**src/rtl/io_timer.sv**
```systemverilog
// io_timer: memory-mapped 16-bit timer/compare peripheral on the CPU IO bus.
//
// Decodes BASE_ADDR..BASE_ADDR+7. Register map (byte offsets):
//   0 CTRL      [0] EN, [1] IRQ_EN, [2] AUTO_RELOAD, [3] PWM_EN (PWM build only)
//   1 STATUS    [0] MATCH, [1] OVF (write 1 to clear)
//   2/3 CNT_L/CNT_H   low-byte read snapshots the high byte; CNT_H write commits
//   4/5 CMP_L/CMP_H   CMP_H write commits {CMP_H, CMP_L}
//   6 PRESCALE  tick every PRESCALE+1 enabled cycles
//   7 reserved  reads 0, writes ignored
//
// Ports:
//   clk       system clock, rising edge
//   rst_n     asynchronous active-low reset
//   io_addr   bus address
//   io_wdata  write data
//   io_we     write strobe (one cycle per write)
//   io_re     read strobe (one cycle per read)
//   io_rdata  registered read data, 1-cycle latency, [15:8] always 0;
//             0 after an unselected read so responders can be OR-ed
//   irq       level interrupt: IRQ_EN & (MATCH | OVF)
//   pwm_out   (only with IO_TIMER_PWM_EN) registered PWM_EN & EN & (cnt < cmp)
//
// Optional feature macro: IO_TIMER_PWM_EN.

module io_timer #(
    parameter logic [15:0] BASE_ADDR      = 16'h1010,
    parameter logic [7:0]  RESET_PRESCALE = 8'h00
) (
    input  logic        clk,
    input  logic        rst_n,
    input  logic [15:0] io_addr,
    input  logic [7:0]  io_wdata,
    input  logic        io_we,
    input  logic        io_re,
    output logic [15:0] io_rdata,
    output logic        irq
`ifdef IO_TIMER_PWM_EN
    ,
    output logic        pwm_out
`endif
);

    localparam logic [2:0] OFF_CTRL     = 3'd0;
    localparam logic [2:0] OFF_STATUS   = 3'd1;
    localparam logic [2:0] OFF_CNT_L    = 3'd2;
    localparam logic [2:0] OFF_CNT_H    = 3'd3;
    localparam logic [2:0] OFF_CMP_L    = 3'd4;
    localparam logic [2:0] OFF_CMP_H    = 3'd5;
    localparam logic [2:0] OFF_PRESCALE = 3'd6;

    logic        sel;
    logic [2:0]  off;
    logic        wr;
    logic        rd;

    logic        en;
    logic        irq_en;
    logic        auto_reload;
`ifdef IO_TIMER_PWM_EN
    logic        pwm_en;
`endif
    logic        match;
    logic        ovf;
    logic [15:0] cnt;
    logic [15:0] cmp;
    logic [7:0]  prescale;
    logic [7:0]  pcnt;
    logic [7:0]  wbuf;
    logic [7:0]  cnt_hi_snap;

    logic        tick;
    logic        cnt_commit;
    logic        cnt_at_cmp;
    logic        cnt_at_max;
    logic        match_set;
    logic        ovf_set;
    logic        match_clr;
    logic        ovf_clr;
    logic [7:0]  rd_mux;

    always_comb begin
        sel = (io_addr[15:3] == BASE_ADDR[15:3]);
        off = io_addr[2:0];
        wr  = io_we & sel;
        rd  = io_re & sel;
    end

    // A CNT_H commit in the same cycle as a tick takes priority and
    // suppresses that tick's flag updates.
    always_comb begin
        tick       = en && (pcnt == prescale);
        cnt_commit = wr && (off == OFF_CNT_H);
        cnt_at_cmp = (cnt == cmp);
        cnt_at_max = (cnt == 16'hFFFF);
        match_set  = tick && !cnt_commit && cnt_at_cmp;
        ovf_set    = tick && !cnt_commit && cnt_at_max;
        match_clr  = wr && (off == OFF_STATUS) && io_wdata[0];
        ovf_clr    = wr && (off == OFF_STATUS) && io_wdata[1];
    end

    // Read mux uses current (pre-write) register values, so a simultaneous
    // read and write returns the old contents.
    always_comb begin
        rd_mux = '0;
        case (off)
`ifdef IO_TIMER_PWM_EN
            OFF_CTRL:     rd_mux = {4'b0000, pwm_en, auto_reload, irq_en, en};
`else
            OFF_CTRL:     rd_mux = {5'b00000, auto_reload, irq_en, en};
`endif
            OFF_STATUS:   rd_mux = {6'b000000, ovf, match};
            OFF_CNT_L:    rd_mux = cnt[7:0];
            OFF_CNT_H:    rd_mux = cnt_hi_snap;
            OFF_CMP_L:    rd_mux = cmp[7:0];
            OFF_CMP_H:    rd_mux = cmp[15:8];
            OFF_PRESCALE: rd_mux = prescale;
            default:      rd_mux = '0;
        endcase
    end

    // Bus-facing registers: read data, snapshot, control, compare, prescale.
    always_ff @(posedge clk or negedge rst_n) begin
        if (!rst_n) begin
            io_rdata    <= '0;
            cnt_hi_snap <= '0;
            wbuf        <= '0;
            en          <= 1'b0;
            irq_en      <= 1'b0;
            auto_reload <= 1'b0;
`ifdef IO_TIMER_PWM_EN
            pwm_en      <= 1'b0;
`endif
            cmp         <= '0;
            prescale    <= RESET_PRESCALE;
        end else begin
            if (io_re) begin
                io_rdata <= sel ? {8'h00, rd_mux} : '0;
            end
            if (rd && (off == OFF_CNT_L)) begin
                cnt_hi_snap <= cnt[15:8];
            end
            if (wr) begin
                case (off)
                    OFF_CTRL: begin
                        en          <= io_wdata[0];
                        irq_en      <= io_wdata[1];
                        auto_reload <= io_wdata[2];
`ifdef IO_TIMER_PWM_EN
                        pwm_en      <= io_wdata[3];
`endif
                    end
                    OFF_CNT_L,
                    OFF_CMP_L:    wbuf     <= io_wdata;
                    OFF_CMP_H:    cmp      <= {io_wdata, wbuf};
                    OFF_PRESCALE: prescale <= io_wdata;
                    default: ;
                endcase
            end
        end
    end

    // Prescaler, counter and flags.
    always_ff @(posedge clk or negedge rst_n) begin
        if (!rst_n) begin
            pcnt  <= '0;
            cnt   <= '0;
            match <= 1'b0;
            ovf   <= 1'b0;
        end else begin
            if (!en || cnt_commit || tick) begin
                pcnt <= '0;
            end else begin
                pcnt <= pcnt + 8'd1;
            end

            // Overflow and non-reload match both reduce to cnt+1 (16-bit wrap).
            if (cnt_commit) begin
                cnt <= {io_wdata, wbuf};
            end else if (tick) begin
                if (cnt_at_cmp && auto_reload) begin
                    cnt <= '0;
                end else begin
                    cnt <= cnt + 16'd1;
                end
            end

            // Hardware set wins over a same-cycle software clear.
            match <= match_set | (match & ~match_clr);
            ovf   <= ovf_set   | (ovf   & ~ovf_clr);
        end
    end

`ifdef IO_TIMER_PWM_EN
    always_ff @(posedge clk or negedge rst_n) begin
        if (!rst_n) begin
            pwm_out <= 1'b0;
        end else begin
            pwm_out <= pwm_en & en & (cnt < cmp);
        end
    end
`endif

    assign irq = irq_en & (match | ovf);

endmodule

```
**config.mk**
```make
export PLATFORM = sky130hd
export DESIGN_NAME = io_timer
export DESIGN_NICKNAME = d
export VERILOG_FILES = /design/src/rtl/io_timer.sv
export SDC_FILE = /design/constraint.sdc
export NUM_CORES = 1
export LEC_CHECK = 0
export CAP_MARGIN = 20
export CORE_ASPECT_RATIO = 0.8
export CORE_MARGIN = 2
export CORE_UTILIZATION = 36
export DETAILED_ROUTE_END_ITERATION = 8
export GPL_TIMING_DRIVEN = 0
export PLACE_DENSITY = 0.64
export SYNTH_ARGS = -nofsm -noshare
export SYNTH_HDL_FRONTEND = slang
export SYNTH_SLANG_ARGS = --single-unit
```
**constraint.sdc**
```tcl
create_clock -name clk -period 2.7 [get_ports clk]
set_input_delay 0.27 -clock clk [delete_from_list [all_inputs] [get_ports clk]]
set_output_delay 0.27 -clock clk [all_outputs]
set_load 0.01 [all_outputs]
```
==> results.sh <==
export IMPL_met2_usage_pct=28.50
export IMPL_grt_pass1_vias=3279
export IMPL_cts_buffers=9
export IMPL_fin_util_pct=44.71
export IMPL_yosys_top_cells_count="dfrtp_1 (77), mux2_2 (39), nor2_1 (37)"
export IMPL_root_buffer="clkbuf_16"
export IMPL_pwr_share_clk_pct=49.8
export IMPL_gp_congestion=0.9228
export IMPL_grtUsageMet1_pct=28.69
export IMPL_fmax_mhz=401.0
export IMPL_status="completed"
export IMPL_p_leak_nw=2.293
export IMPL_arrival_ns=2.72
export IMPL_die_height_um=100.7
export IMPL_path_class="input port to register"
export IMPL_coreArea_um2=11470
export IMPL_hold_path_class="input port to register"
export IMPL_h_tree_depth=3
export IMPL_grt_util_met3_pct=6.423
export IMPL_grt_ovfl_total=0
export IMPL_port_buffers=35
export IMPL_drc=0
export IMPL_required_ns=2.93
export IMPL_synthArstFlopShare_pct=100.0
export IMPL_final_cell_count_no_fill=615
export IMPL_track_usage_pct=19.63
export IMPL_diodes=0
export IMPL_grt_pass1_wl_um=18860
export IMPL_syn2layout_area_growth_pct=21.91
export IMPL_drt_first_iter_violations=381
export IMPL_grt_max_degree=41
export IMPL_setup_tns_ns=0
export IMPL_tightest_slew_ns=0.6964
export IMPL_synthTopCellsByArea="dfrtp_1 (46%), mux2_2 (10%), xnor2_1 (5.6%)"
export IMPL_synth_distinct_cells=55
export IMPL_drt_first_pass_iters=5
export IMPL_critPathCaptureType="register"
export IMPL_dp_hpwl_um=8770
export IMPL_synth_flop_cell="dfrtp_1"
export IMPL_cellInternalPower_w=0.002050
export IMPL_crit_fanout=10
export IMPL_cts_buffer_depth=2
export IMPL_yosys_area_top_type="dfrtp_1"
export IMPL_setup_violations=0
export IMPL_clock_sinks=77
export IMPL_die_width_um=124.9
export IMPL_antenna_found_initial=0
export IMPL_clkTransAtPathRegs_ns=0.06
export IMPL_rows=35
export IMPL_dieArea_um2=12570
export IMPL_synth_seq_cells=77
export IMPL_clock_latency_ns=0.35
export IMPL_pwr_share_seq_pct=43.6
export IMPL_yosysMostFrequentCell="dfrtp_1"
export IMPL_power_share_combinational_pct=6.6
export IMPL_drv_cap=0
export IMPL_initial_core_util_pct=36.67
export IMPL_vias=3425
export IMPL_synth_area_um2=4208
export IMPL_ys_seq_area_share_pct=45.79
export IMPL_placed_cells=598
export IMPL_ir_drop_uv=404.5
export IMPL_synth_edf_count=0
export IMPL_worst_slack_ns=0.2060
export IMPL_pre_cts_ws_ns=-0.09441
export IMPL_report_final_slew_viol_count=0
export IMPL_powerDensity_nw_per_um2=518.5
export IMPL_ys_warn_count=0
export IMPL_netSwitchingFraction_pct=22.93
export IMPL_slew_limit_headroom_pct=53.47
export IMPL_final_period_utilization_pct=92.37
export IMPL_syn_area_per_cell_um2=10.34
export IMPL_drive_gt1_share_pct=17.34
export IMPL_switchingPower_w=0.0006098
export IMPL_synth_top_area_share_pct=45.79
export IMPL_busiest_layer="met1"
export IMPL_boundaryPins=45
export IMPL_rsz0062_at_grt="no"
export IMPL_fin_crit_ns=2.494
export IMPL_wl_per_cell_um=19.23
export IMPL_cts_tree="built"
export IMPL_cts_setup_buffers=0
export IMPL_hold_violations=0
export IMPL_synthCells=407
export IMPL_vias_per_cell=5.569
export IMPL_nets=492
export IMPL_skew_ns=0.009792
export IMPL_n_fill_cell=1111
export IMPL_antenna_left=0
export IMPL_wirelength_um=11830
export IMPL_worstSetupStartpointType="input port"
cells in the final DEF, fill, tap and decap left out, types with 6 or more instances in the layout:
cell and n:
a21oi_1 21, a22o_1 6, a31oi_1 13, buf_4 11, clkbuf_1 12, clkbuf_16 9, clkdlybuf4s50_1 34, conb_1 8
dfrtp_1 77, inv_1 11, mux2_1 11, mux2_2 39, nand2_1 19, nand3_1 19, nand4_1 8, nor2_1 37
o21ai_0 10, o22ai_1 8, xnor2_1 27
per-layer routing:
layer	vias up	part of all wire, %
li1	1577	-
met1	1672	48
met2	153	43
met3	23	7.6
met4	0	1.7
met5	-	0
state kept, by name, summed over array words and instances, names as in the netlist:
signal       cells
auto_reload      1
io_rdata         8
cnt_hi_snap      8
wbuf             8
cnt             16
pcnt             8
irq_en           1
ovf              1
en               1
cmp             16
match            1
prescale         8
power groups by stage:
stage	Combinational (W)	Sequential (W)	Clock [W]
floorplan	0.0000808	0.00118	0
global placement	0.000167	0.00118	0
detailed placement	0.000173	0.00118	0
CTS	0.000175	0.00116	0.00135
global route	0.000192	0.00116	0.00142
finish	0.000176	0.00116	0.00132
what timing repair did:
action                                  CTS  global route
hold endpoints to repair                 39             0
hold buffers                              1             0
resized for setup                         0             3
endpoints found under the setup margin    0             9
logic make-up (layout without fill, tap and decap cells):
logic type / count (synthesis) / after routing / share of synthesized area, %
fa+ha+maj: 2 / 2 / 0.5946
mux: 54 / 54 / 14.63
compound gates: 79 / 79 / 12.01
xor+xnor: 31 / 31 / 6.453
simple gates: 121 / 121 / 15.46
flops: 77 / 77 / 45.79
other cells: 1 / 8 / 0.08912
buf+inv: 42 / 95 / 4.966
worst max-delay path, cell delays in order:
cell,delay (ns)
clkdlybuf4s50_1,0.49
clkbuf_1,0.45
clkbuf_1,0.54
nor2_1,0.10
nand2_1,0.46
mux2_2,0.40
layout make-up:
class | count | area (um2) | area share (%)
buffer | 31 | 168.9 | 3.293
clock buffer | 9 | 225.2 | 4.390
clock inverter | 7 | 97.59 | 1.902
inverter | 11 | 41.29 | 0.8049
multi-input combinational | 295 | 2107 | 41.07
sequential | 77 | 1927 | 37.56
tap | 148 | 185.2 | 3.610
timing repair buffer | 37 | 377.9 | 7.366
final timing paths:
path | slack, ns | startpoint | depth (start not counted) | to
worst min-delay path | 0.43 | io_re | 2 | io_rdata[3]$_DFFE_PN0P_
worst max register to register | 0.27 | cnt[14]$_DFFE_PN0P_ | 7 | cnt[12]$_DFFE_PN0P_
worst min register to register | 0.49 | cnt_hi_snap[5]$_DFFE_PN0P_ | 2 | cnt_hi_snap[5]$_DFFE_PN0P_
min in group asynchronous | 0.44 | rst_n | 2 | cmp[11]$_DFFE_PN0P_
worst max-delay path | 0.21 | io_addr[0] | 6 | wbuf[2]$_DFFE_PN0P_
max in group asynchronous | 1.68 | rst_n | 3 | en$_DFFE_PN0P_
per-stage QoR:
stage	instance area (um2)	total power, W	hold slack (ns)
2_1_floorplan	4234	0.001261	-0.02559
3_3_place_gp	4770	0.001349	0.4775
3_5_place_dp	4787	0.001355	0.2767
4_1_cts	5120	0.002680	0.4218
5_1_grt	5130	0.002769	0.4544
6_report	5130	0.002660	0.4280
No activity file was read; power rests on OpenSTA's default activity.
